--- src/rtl/reg_write_arbiter.sv ---
// Round-robin arbiter sharing one write port into a config register bank between APB (req0) and hardware (req1).
// Enable pulse one cycle after grant, ack 2+SETTLE_CYCLES cycles after grant; requesters hold req until acked.
module reg_write_arbiter #(
  parameter int unsigned NUM_REGS      = 8,
  parameter int unsigned ADDR_WIDTH    = 4,
  parameter int unsigned DATA_WIDTH    = 32,
  parameter int unsigned SETTLE_CYCLES = 1
) (
  input  logic                  clk_i,
  input  logic                  arst_ni,
  input  logic                  req0_i,
  input  logic [ADDR_WIDTH-1:0] addr0_i,
  input  logic [DATA_WIDTH-1:0] data0_i,
  output logic                  ack0_o,
  input  logic                  req1_i,
  input  logic [ADDR_WIDTH-1:0] addr1_i,
  input  logic [DATA_WIDTH-1:0] data1_i,
  output logic                  ack1_o,
  output logic                  err_o,
  output logic [NUM_REGS-1:0]   reg_en_o,
  output logic [DATA_WIDTH-1:0] reg_d_o,
  output logic                  busy_o
);

  typedef enum logic [1:0] {
    S_IDLE   = 2'd0,
    S_ISSUE  = 2'd1,
    S_SETTLE = 2'd2,
    S_ACK    = 2'd3
  } state_e;

  localparam logic [ADDR_WIDTH:0] NUM_REGS_L = (ADDR_WIDTH+1)'(NUM_REGS);
  localparam logic [3:0]          SETTLE_L   = 4'(SETTLE_CYCLES);
  localparam logic [NUM_REGS-1:0] EN_ONE     = NUM_REGS'(1);

  state_e                state_q, state_d;
  logic                  gnt_q, gnt_d;
  logic                  last_q, last_d;
  logic [ADDR_WIDTH-1:0] addr_q, addr_d;
  logic [DATA_WIDTH-1:0] data_q, data_d;
  logic [3:0]            cnt_q, cnt_d;
  logic                  errf_q, errf_d;

  logic [NUM_REGS-1:0]   reg_en_q, reg_en_d;
  logic                  ack0_q, ack0_d;
  logic                  ack1_q, ack1_d;
  logic                  err_q, err_d;
  logic                  busy_q, busy_d;

  logic                  in_range_q;
  logic                  in_range_d;

  assign in_range_q = {1'b0, addr_q} < NUM_REGS_L;
  assign in_range_d = {1'b0, addr_d} < NUM_REGS_L;

  always_comb begin
    state_d = state_q;
    gnt_d   = gnt_q;
    last_d  = last_q;
    addr_d  = addr_q;
    data_d  = data_q;
    cnt_d   = cnt_q;
    errf_d  = errf_q;
    case (state_q)
      S_IDLE: begin
        if (req0_i || req1_i) begin
          // Under contention the requester not served last time wins.
          gnt_d   = (req0_i && req1_i) ? ~last_q : req1_i;
          last_d  = gnt_d;
          addr_d  = gnt_d ? addr1_i : addr0_i;
          data_d  = gnt_d ? data1_i : data0_i;
          errf_d  = 1'b0;
          state_d = S_ISSUE;
        end
      end
      S_ISSUE: begin
        errf_d  = ~in_range_q;
        cnt_d   = 4'd1;
        state_d = (SETTLE_CYCLES == 0) ? S_ACK : S_SETTLE;
      end
      S_SETTLE: begin
        if (cnt_q == SETTLE_L) begin
          cnt_d   = 4'd0;
          state_d = S_ACK;
        end else begin
          cnt_d = cnt_q + 4'd1;
        end
      end
      S_ACK: begin
        state_d = S_IDLE;
      end
      default: begin
        state_d = S_IDLE;
      end
    endcase
  end

  // Outputs are precomputed from next state so every output leaves a flop.
  always_comb begin
    reg_en_d = '0;
    if (state_d == S_ISSUE && in_range_d) begin
      reg_en_d = EN_ONE << addr_d;
    end
    ack0_d = (state_d == S_ACK) && !gnt_d;
    ack1_d = (state_d == S_ACK) && gnt_d;
    err_d  = (state_d == S_ACK) && errf_d;
    busy_d = (state_d != S_IDLE);
  end

  always_ff @(posedge clk_i or negedge arst_ni) begin
    if (!arst_ni) begin
      state_q  <= S_IDLE;
      gnt_q    <= 1'b0;
      last_q   <= 1'b1;
      addr_q   <= '0;
      data_q   <= '0;
      cnt_q    <= 4'd0;
      errf_q   <= 1'b0;
      reg_en_q <= '0;
      ack0_q   <= 1'b0;
      ack1_q   <= 1'b0;
      err_q    <= 1'b0;
      busy_q   <= 1'b0;
    end else begin
      state_q  <= state_d;
      gnt_q    <= gnt_d;
      last_q   <= last_d;
      addr_q   <= addr_d;
      data_q   <= data_d;
      cnt_q    <= cnt_d;
      errf_q   <= errf_d;
      reg_en_q <= reg_en_d;
      ack0_q   <= ack0_d;
      ack1_q   <= ack1_d;
      err_q    <= err_d;
      busy_q   <= busy_d;
    end
  end

  assign reg_en_o = reg_en_q;
  assign reg_d_o  = data_q;
  assign ack0_o   = ack0_q;
  assign ack1_o   = ack1_q;
  assign err_o    = err_q;
  assign busy_o   = busy_q;

endmodule

--- config.mk ---
export PLATFORM = sky130hd
export DESIGN_NAME = reg_write_arbiter
export DESIGN_NICKNAME = d
export VERILOG_FILES = /design/src/rtl/reg_write_arbiter.sv
export SDC_FILE = /design/constraint.sdc
export NUM_CORES = 1
export LEC_CHECK = 0
export CAP_MARGIN = 20
export CORE_MARGIN = 4
export CORE_UTILIZATION = 41
export CTS_CLUSTER_SIZE = 12
export DETAILED_ROUTE_END_ITERATION = 8
export PLACE_DENSITY = 0.86
export SLEW_MARGIN = 20
export SYNTH_ARGS = -nofsm -noshare
export SYNTH_HDL_FRONTEND = slang
export SYNTH_SLANG_ARGS = --single-unit
--- constraint.sdc ---
create_clock -name clk_i -period 2.4 [get_ports clk_i]
set_clock_uncertainty 0.15 [all_clocks]
set_input_delay 0.6 -clock clk_i [delete_from_list [all_inputs] [get_ports clk_i]]
set_output_delay 0.6 -clock clk_i [all_outputs]
set_load 0.02 [all_outputs]
# ---- Word-level counts from Yosys, hierarchy flattened
# Index checks and enable logic that the tools add are counted.
dict set report totals {
  elab_cells 50
  in_bits 76
  regBits 57
  out_inout_bits 44
}
dict set report op_classes {
  addsub 1
  order_cmp 2
  muxes 15
  n_bitwise 2
  shift 1
  reduce_logical 11
  eq_ne 6
}
# op count
set op_table {}
lappend op_table {{two-way mux 32 bit} 1}
lappend op_table {{two-way mux 4 bit} 4}
lappend op_table {{less-than comparator 4 bit, second input constant} 2}
lappend op_table {{two-way mux 8 bit} 1}
lappend op_table {{one-hot mux 2 bit (4 select lines)} 1}
lappend op_table {{one-hot mux 4 bit (2 select lines)} 1}
lappend op_table {{<< shifter 1 x 4 -> 8 bit, first input constant} 1}
lappend op_table {{equality test 2 bit, second input constant} 3}
lappend op_table {{logical AND 1 bit} 5}
lappend op_table {{adder 4 x 1 -> 4 bit, second input constant} 1}
lappend op_table {{equality test 2 x 1 -> 1 bit, second input constant} 2}
lappend op_table {{equality test 4 x 1 -> 1 bit, second input constant} 1}
lappend op_table {{two-way mux 1 bit} 4}
lappend op_table {{two-way mux 2 bit} 2}
lappend op_table {{nonzero test 2 bit} 2}
lappend op_table {{zero test 2 bit} 1}
lappend op_table {{NOT 1 bit} 2}
lappend op_table {{one-hot mux 1 bit (2 select lines)} 1}
lappend op_table {{AND reduction 2 bit} 1}
lappend op_table {{zero test 1 bit} 1}
lappend op_table {{logical OR 1 bit} 1}

# ---- Logic depth before layout (Yosys ltp)
# Gate-level depths: netlist of run 1.
dict set report logic_depth {
  depth_word 8
  ltp_mapped 7
  mapped_depth_nobuf 7
}

# ---- Worst setup path after synthesis of run 1
# Ideal clock, no wire load.
dict set report synth_timing {
  path_type {in2reg}
  start {in req0_i}
  end {reg reg_en_q[1], in the netlist reg_en_o[1]}
  setup_slack_ps 329
  n_path_buf 2
  stages 6
  t_arrival_ps 1853
  setup_ps 69
  t_required_ps 2181
  path_cell_list {buf_2 > a21bo_2 > buf_2 > nor3_1 > o311ai_4 > and4bb_1}
}
dict set report synth_between {
  elab_chain_cells 8
  elab_cells_between_ends 13
  classes_between {1 x order compare; 1 x eq/ne; 1 x shift; 7 x mux; 3 x reduce/logical}
}
# item line
set synth_lines {}
lappend synth_lines {{start: declaration} 11} ;# input logic req0_i,
lappend synth_lines {{logical AND 1 bit} 68} ;# gnt_d = (req0_i && req1_i) ? ~last_q : req1_i;
lappend synth_lines {{two-way mux 1 bit} 68}
lappend synth_lines {{two-way mux 4 bit} 70} ;# addr_d = gnt_d ? addr1_i : addr0_i;
lappend synth_lines {{two-way mux 4 bit} 66} ;# if (req0_i || req1_i) begin
lappend synth_lines {{two-way mux 4 bit} 64} ;# case (state_q)
lappend synth_lines {{less-than comparator 4 bit} 54} ;# assign in_range_d = {1'b0, addr_d} < NUM_REGS_L;
lappend synth_lines {{logical AND 1 bit} 101} ;# if (state_d == S_ISSUE && in_range_d) begin
lappend synth_lines {{two-way mux 8 bit *} 101}
lappend synth_lines {{named net reg_en_d[1]} 44} ;# logic [NUM_REGS-1:0] reg_en_q, reg_en_d;
lappend synth_lines {{end signal: assignment} 132} ;# reg_en_q <= reg_en_d;
lappend synth_lines {{end: declaration} 44}
# Mark *: on every way through the listed nets, which the timed path passes. The rest lies on a longest branch.
# A chain may end at the register's enable or synchronous reset.

# ---- Final worst setup path of run 1
# Ends and elaborated chain as after synthesis.

==> results of run 1 <==
[critical path, cell delays in order]
cell             delay (ns)
clkdlybuf4s50_1        0.49
buf_4                  0.18
nand4b_1               0.09
o21ai_0                0.21
o311ai_4               0.45
and4bb_1               0.27
[layout by cell type, fill, tap and decap left out, types with 2 or more instances in the layout]
master	synthesis	layout
nor2b_1	4	4
clkdlybuf4s50_1	0	118
nor3_1	3	2
clkinv_2	0	4
a21oi_1	4	4
o21ai_0	37	37
mux2i_1	33	33
nor2_1	4	4
o21a_1	2	2
buf_4	0	10
nor4_1	6	6
nand2_1	39	39
inv_1	7	7
clkbuf_8	0	10
ha_1	5	5
dfrtp_1	56	56
o32ai_1	2	2
[power breakdown]
group	switching [mW]	internal [mW]	total, mW	leakage [nW]
combinational	1.35	1.12	2.47	1.06
sequential	0.201	1.37	1.57	0.715
clock	0.355	0.389	0.744	0.0887
[metrics by stage]
stage                     total power [mW]  setup slack, ns
after global routing                  5.12           0.0436
after detailed placement              4.08           -0.125
after floorplan                       2.98            0.329
after CTS                             4.83            0.149
after global placement                3.98          -0.0320
final                                 4.78            0.175
[how the worst min path moves through the flow]
| stage | depth (start not counted) | end |
|---|---|---|
| detailed placement | 2 | reg_d_o[19]$_DFFE_PN0P_ |
| finish | 1 | reg_en_o[5]$_DFF_PN0_ |
| global placement | 2 | reg_d_o[11]$_DFFE_PN0P_ |
| global route | 1 | reg_en_o[5]$_DFF_PN0_ |
| floorplan | 0 | ack0_o$_DFF_PN0_ |
| CTS | 1 | reg_en_o[5]$_DFF_PN0_ |
[metal layers]
metal	vias up	wire length [um]	GRT usage (%)
li1	1100	-	-
met3	12	511	4.14
met1	1030	2700	21.0
met4	0	125	7.53
met5	-	0	0
met2	72	3380	30.5
[layout make-up]
class / instances / area, um2
fill: 494 / 1950
clock inverter: 4 / 20.0
multi-input combinational: 162 / 1110
timing repair buffer: 130 / 1280
sequential: 57 / 1430
inverter: 8 / 30.0
tap: 75 / 93.8
clock buffer: 11 / 141
[flip-flops by register name, indices dropped and copies added, names as in the netlist, 2 cells and up]
signal,cells
reg_d_o,32
reg_en_o,8
addr_q,4
cnt_q,4
state_q,2
[logic make-up (layout without fill, tap and decap cells)]
logic type | Yosys count | count (layout) | share of synthesized area [%]
multiplexers | 33 | 33 | 12.6
buffers and inverters | 22 | 153 | 3.44
AND/OR/NAND/NOR | 68 | 68 | 12.9
AO/OA/AOI/OAI | 56 | 56 | 14.1
adder cells (fa/ha/maj) | 5 | 5 | 2.39
flip-flops | 57 | 57 | 54.6
[timing repair]
item / 4_1_cts / 5_1_grt
resized for setup: 0 / 1
setup buffers: 0 / 0
endpoints found under the setup margin: 0 / 4
==> impl_results.md, run 1 <==
- Avg Inst Size Synth: 10.9 um2
- Detail Route Antenna Nets: 0
- DRC viols: 0
- Total global routing overflow: 0
- Worst r2r src: state_q[0]$_DFF_PN0_
- Gate Count Post-Synth: 241
- Reg2reg end: reg_en_o[3]$_DFF_PN0_
- Area of the core: 0.00606 mm2
- Clk pin slew, worst setup/hold paths: 0.07 ns
- Die H: 87.9 um
- Endpoint class of the critical path: flip-flop
- Vias in the first global route: 2,190
- Cell Area, Placed: 0.00394 mm2
- Max Slew Vio Count: 0
- Final Net Count: 449
- Sum of negative setup slack: 0 ns
- Synth area leader: dfrtp_1
- Drt via density: 4.95
- Minimum clock period: 2.23 ns
- Power Density: 1160 mW/mm2
- Flop-to-flop setup slack: 0.22 ns
- Cell area after layout: 0.00411 mm2
- Post-Syn Nets: 322
- N_diodes: 0
- Most common cell in the netlist: dfrtp_1
- Die Area: 0.00772 mm2
- Non-filler cells, final: 447
- Synth top area cells: dfrtp_1 (54%), mux2i_1 (13%), o21ai_0 (7.1%), nand2_1 (5.6%), ha_1 (2.4%)
- Run status: finished clean
- Warnings from Yosys: 0
- Leakage power: 1.86 nW
- Least-Margin Pin Slew: 0.605 ns
- Final Hold Vio Count: 0
- Num CTS Buffers: 9
- Critical path peak fanout: 8
- Post-synthesis sequential area ratio: 54.6%
- Distinct cells, synth: 40
- PortBufs: 119
- First-pass GRT wire length: 10,400 um
- Worst Setup SP: req0_i
- RSZ-0062 raised after global routing: false
- Die X: 87.9 um
- Setup crit start kind: primary input
- Share of async-settable or async-resettable flops after synthesis: 100%
- Fraction of layout cells with a size suffix above 1: 10.2%
- DRT Pass-1 Iters: 4
- Max-cap violations: 0
- Initial antenna violation count: 0
- Peak supply drop: 617 uV
- Placed cells: 432
- Critical path arrival: 2.29 ns
- Row count: 28
- Routed vias: 2,214
- Largest net degree at the start of global routing: 41
- Iter 0 DRT Violations: 72
- Commonest cells in the netlist: dfrtp_1 (56), nand2_1 (39), o21ai_0 (37)
- Bufs on Longest Clock Path: 2
- CTS H-tree depth: 3
- Hold Path Class: primary input to async pin
- Clock Latency Late Sink: 0.32 ns
- Initial Util: 43.2%
- Leading register cell type out of synthesis: dfrtp_1
- CTS tree: yes
- Final Core Density: 67.8%
- Number of synthesized register bits: 57
- Number of synthesized flops with an enable pin: 0
- Critical Path End: reg_en_o[1]$_DFF_PN0_
- FF-to-FF path depth: 6
- Drt total wl: 6720 um
- Fmax: 449 MHz
- DR WL/cell: 15.0 um
- Relative max-transition margin: 59.7%
- Crit share post-route: 92.7%
- Ports: 120
- Worst Path Required: 2.47 ns
- Layout overhead on the synthesized area: 57.1%
- WS Path Type: primary input to flip-flop
- Clock sink count: 57
- GR Util All Layers: 17.7%
- CTS Root Cell: clkbuf_8
- Hold buffer count at cts: 0
- RD Place Congestion: 0.858
- Area share of the largest cell type after synthesis: 53.6%
- Post-Syn Area: 0.00262 mm2
- Worst hold margin: 0.125 ns
- Setup-failing EPs final: 0
- Hpwl dp: 5320 um
(Power assumes the default switching activity.)
==> run 2, diff against run 1 <==
--- a/config.mk
+++ b/config.mk
@@ -5,7 +5,6 @@
 export SDC_FILE = /design/constraint.sdc
 export NUM_CORES = 1
 export LEC_CHECK = 0
-export CAP_MARGIN = 20
 export CORE_MARGIN = 4
 export CORE_UTILIZATION = 41
 export CTS_CLUSTER_SIZE = 12
==> results of run 2 <==
Same layout as run 1: the final DEF is identical, and so are final timing and power.
==> run 3, diff against run 2 <==
--- a/config.mk
+++ b/config.mk
@@ -5,6 +5,7 @@
 export SDC_FILE = /design/constraint.sdc
 export NUM_CORES = 1
 export LEC_CHECK = 0
+export CAP_MARGIN = 20
 export CORE_MARGIN = 4
 export CORE_UTILIZATION = 41
 export CTS_CLUSTER_SIZE = 12
==> results of run 3 <==
Same layout as run 1: the final DEF is identical, and so are final timing and power.
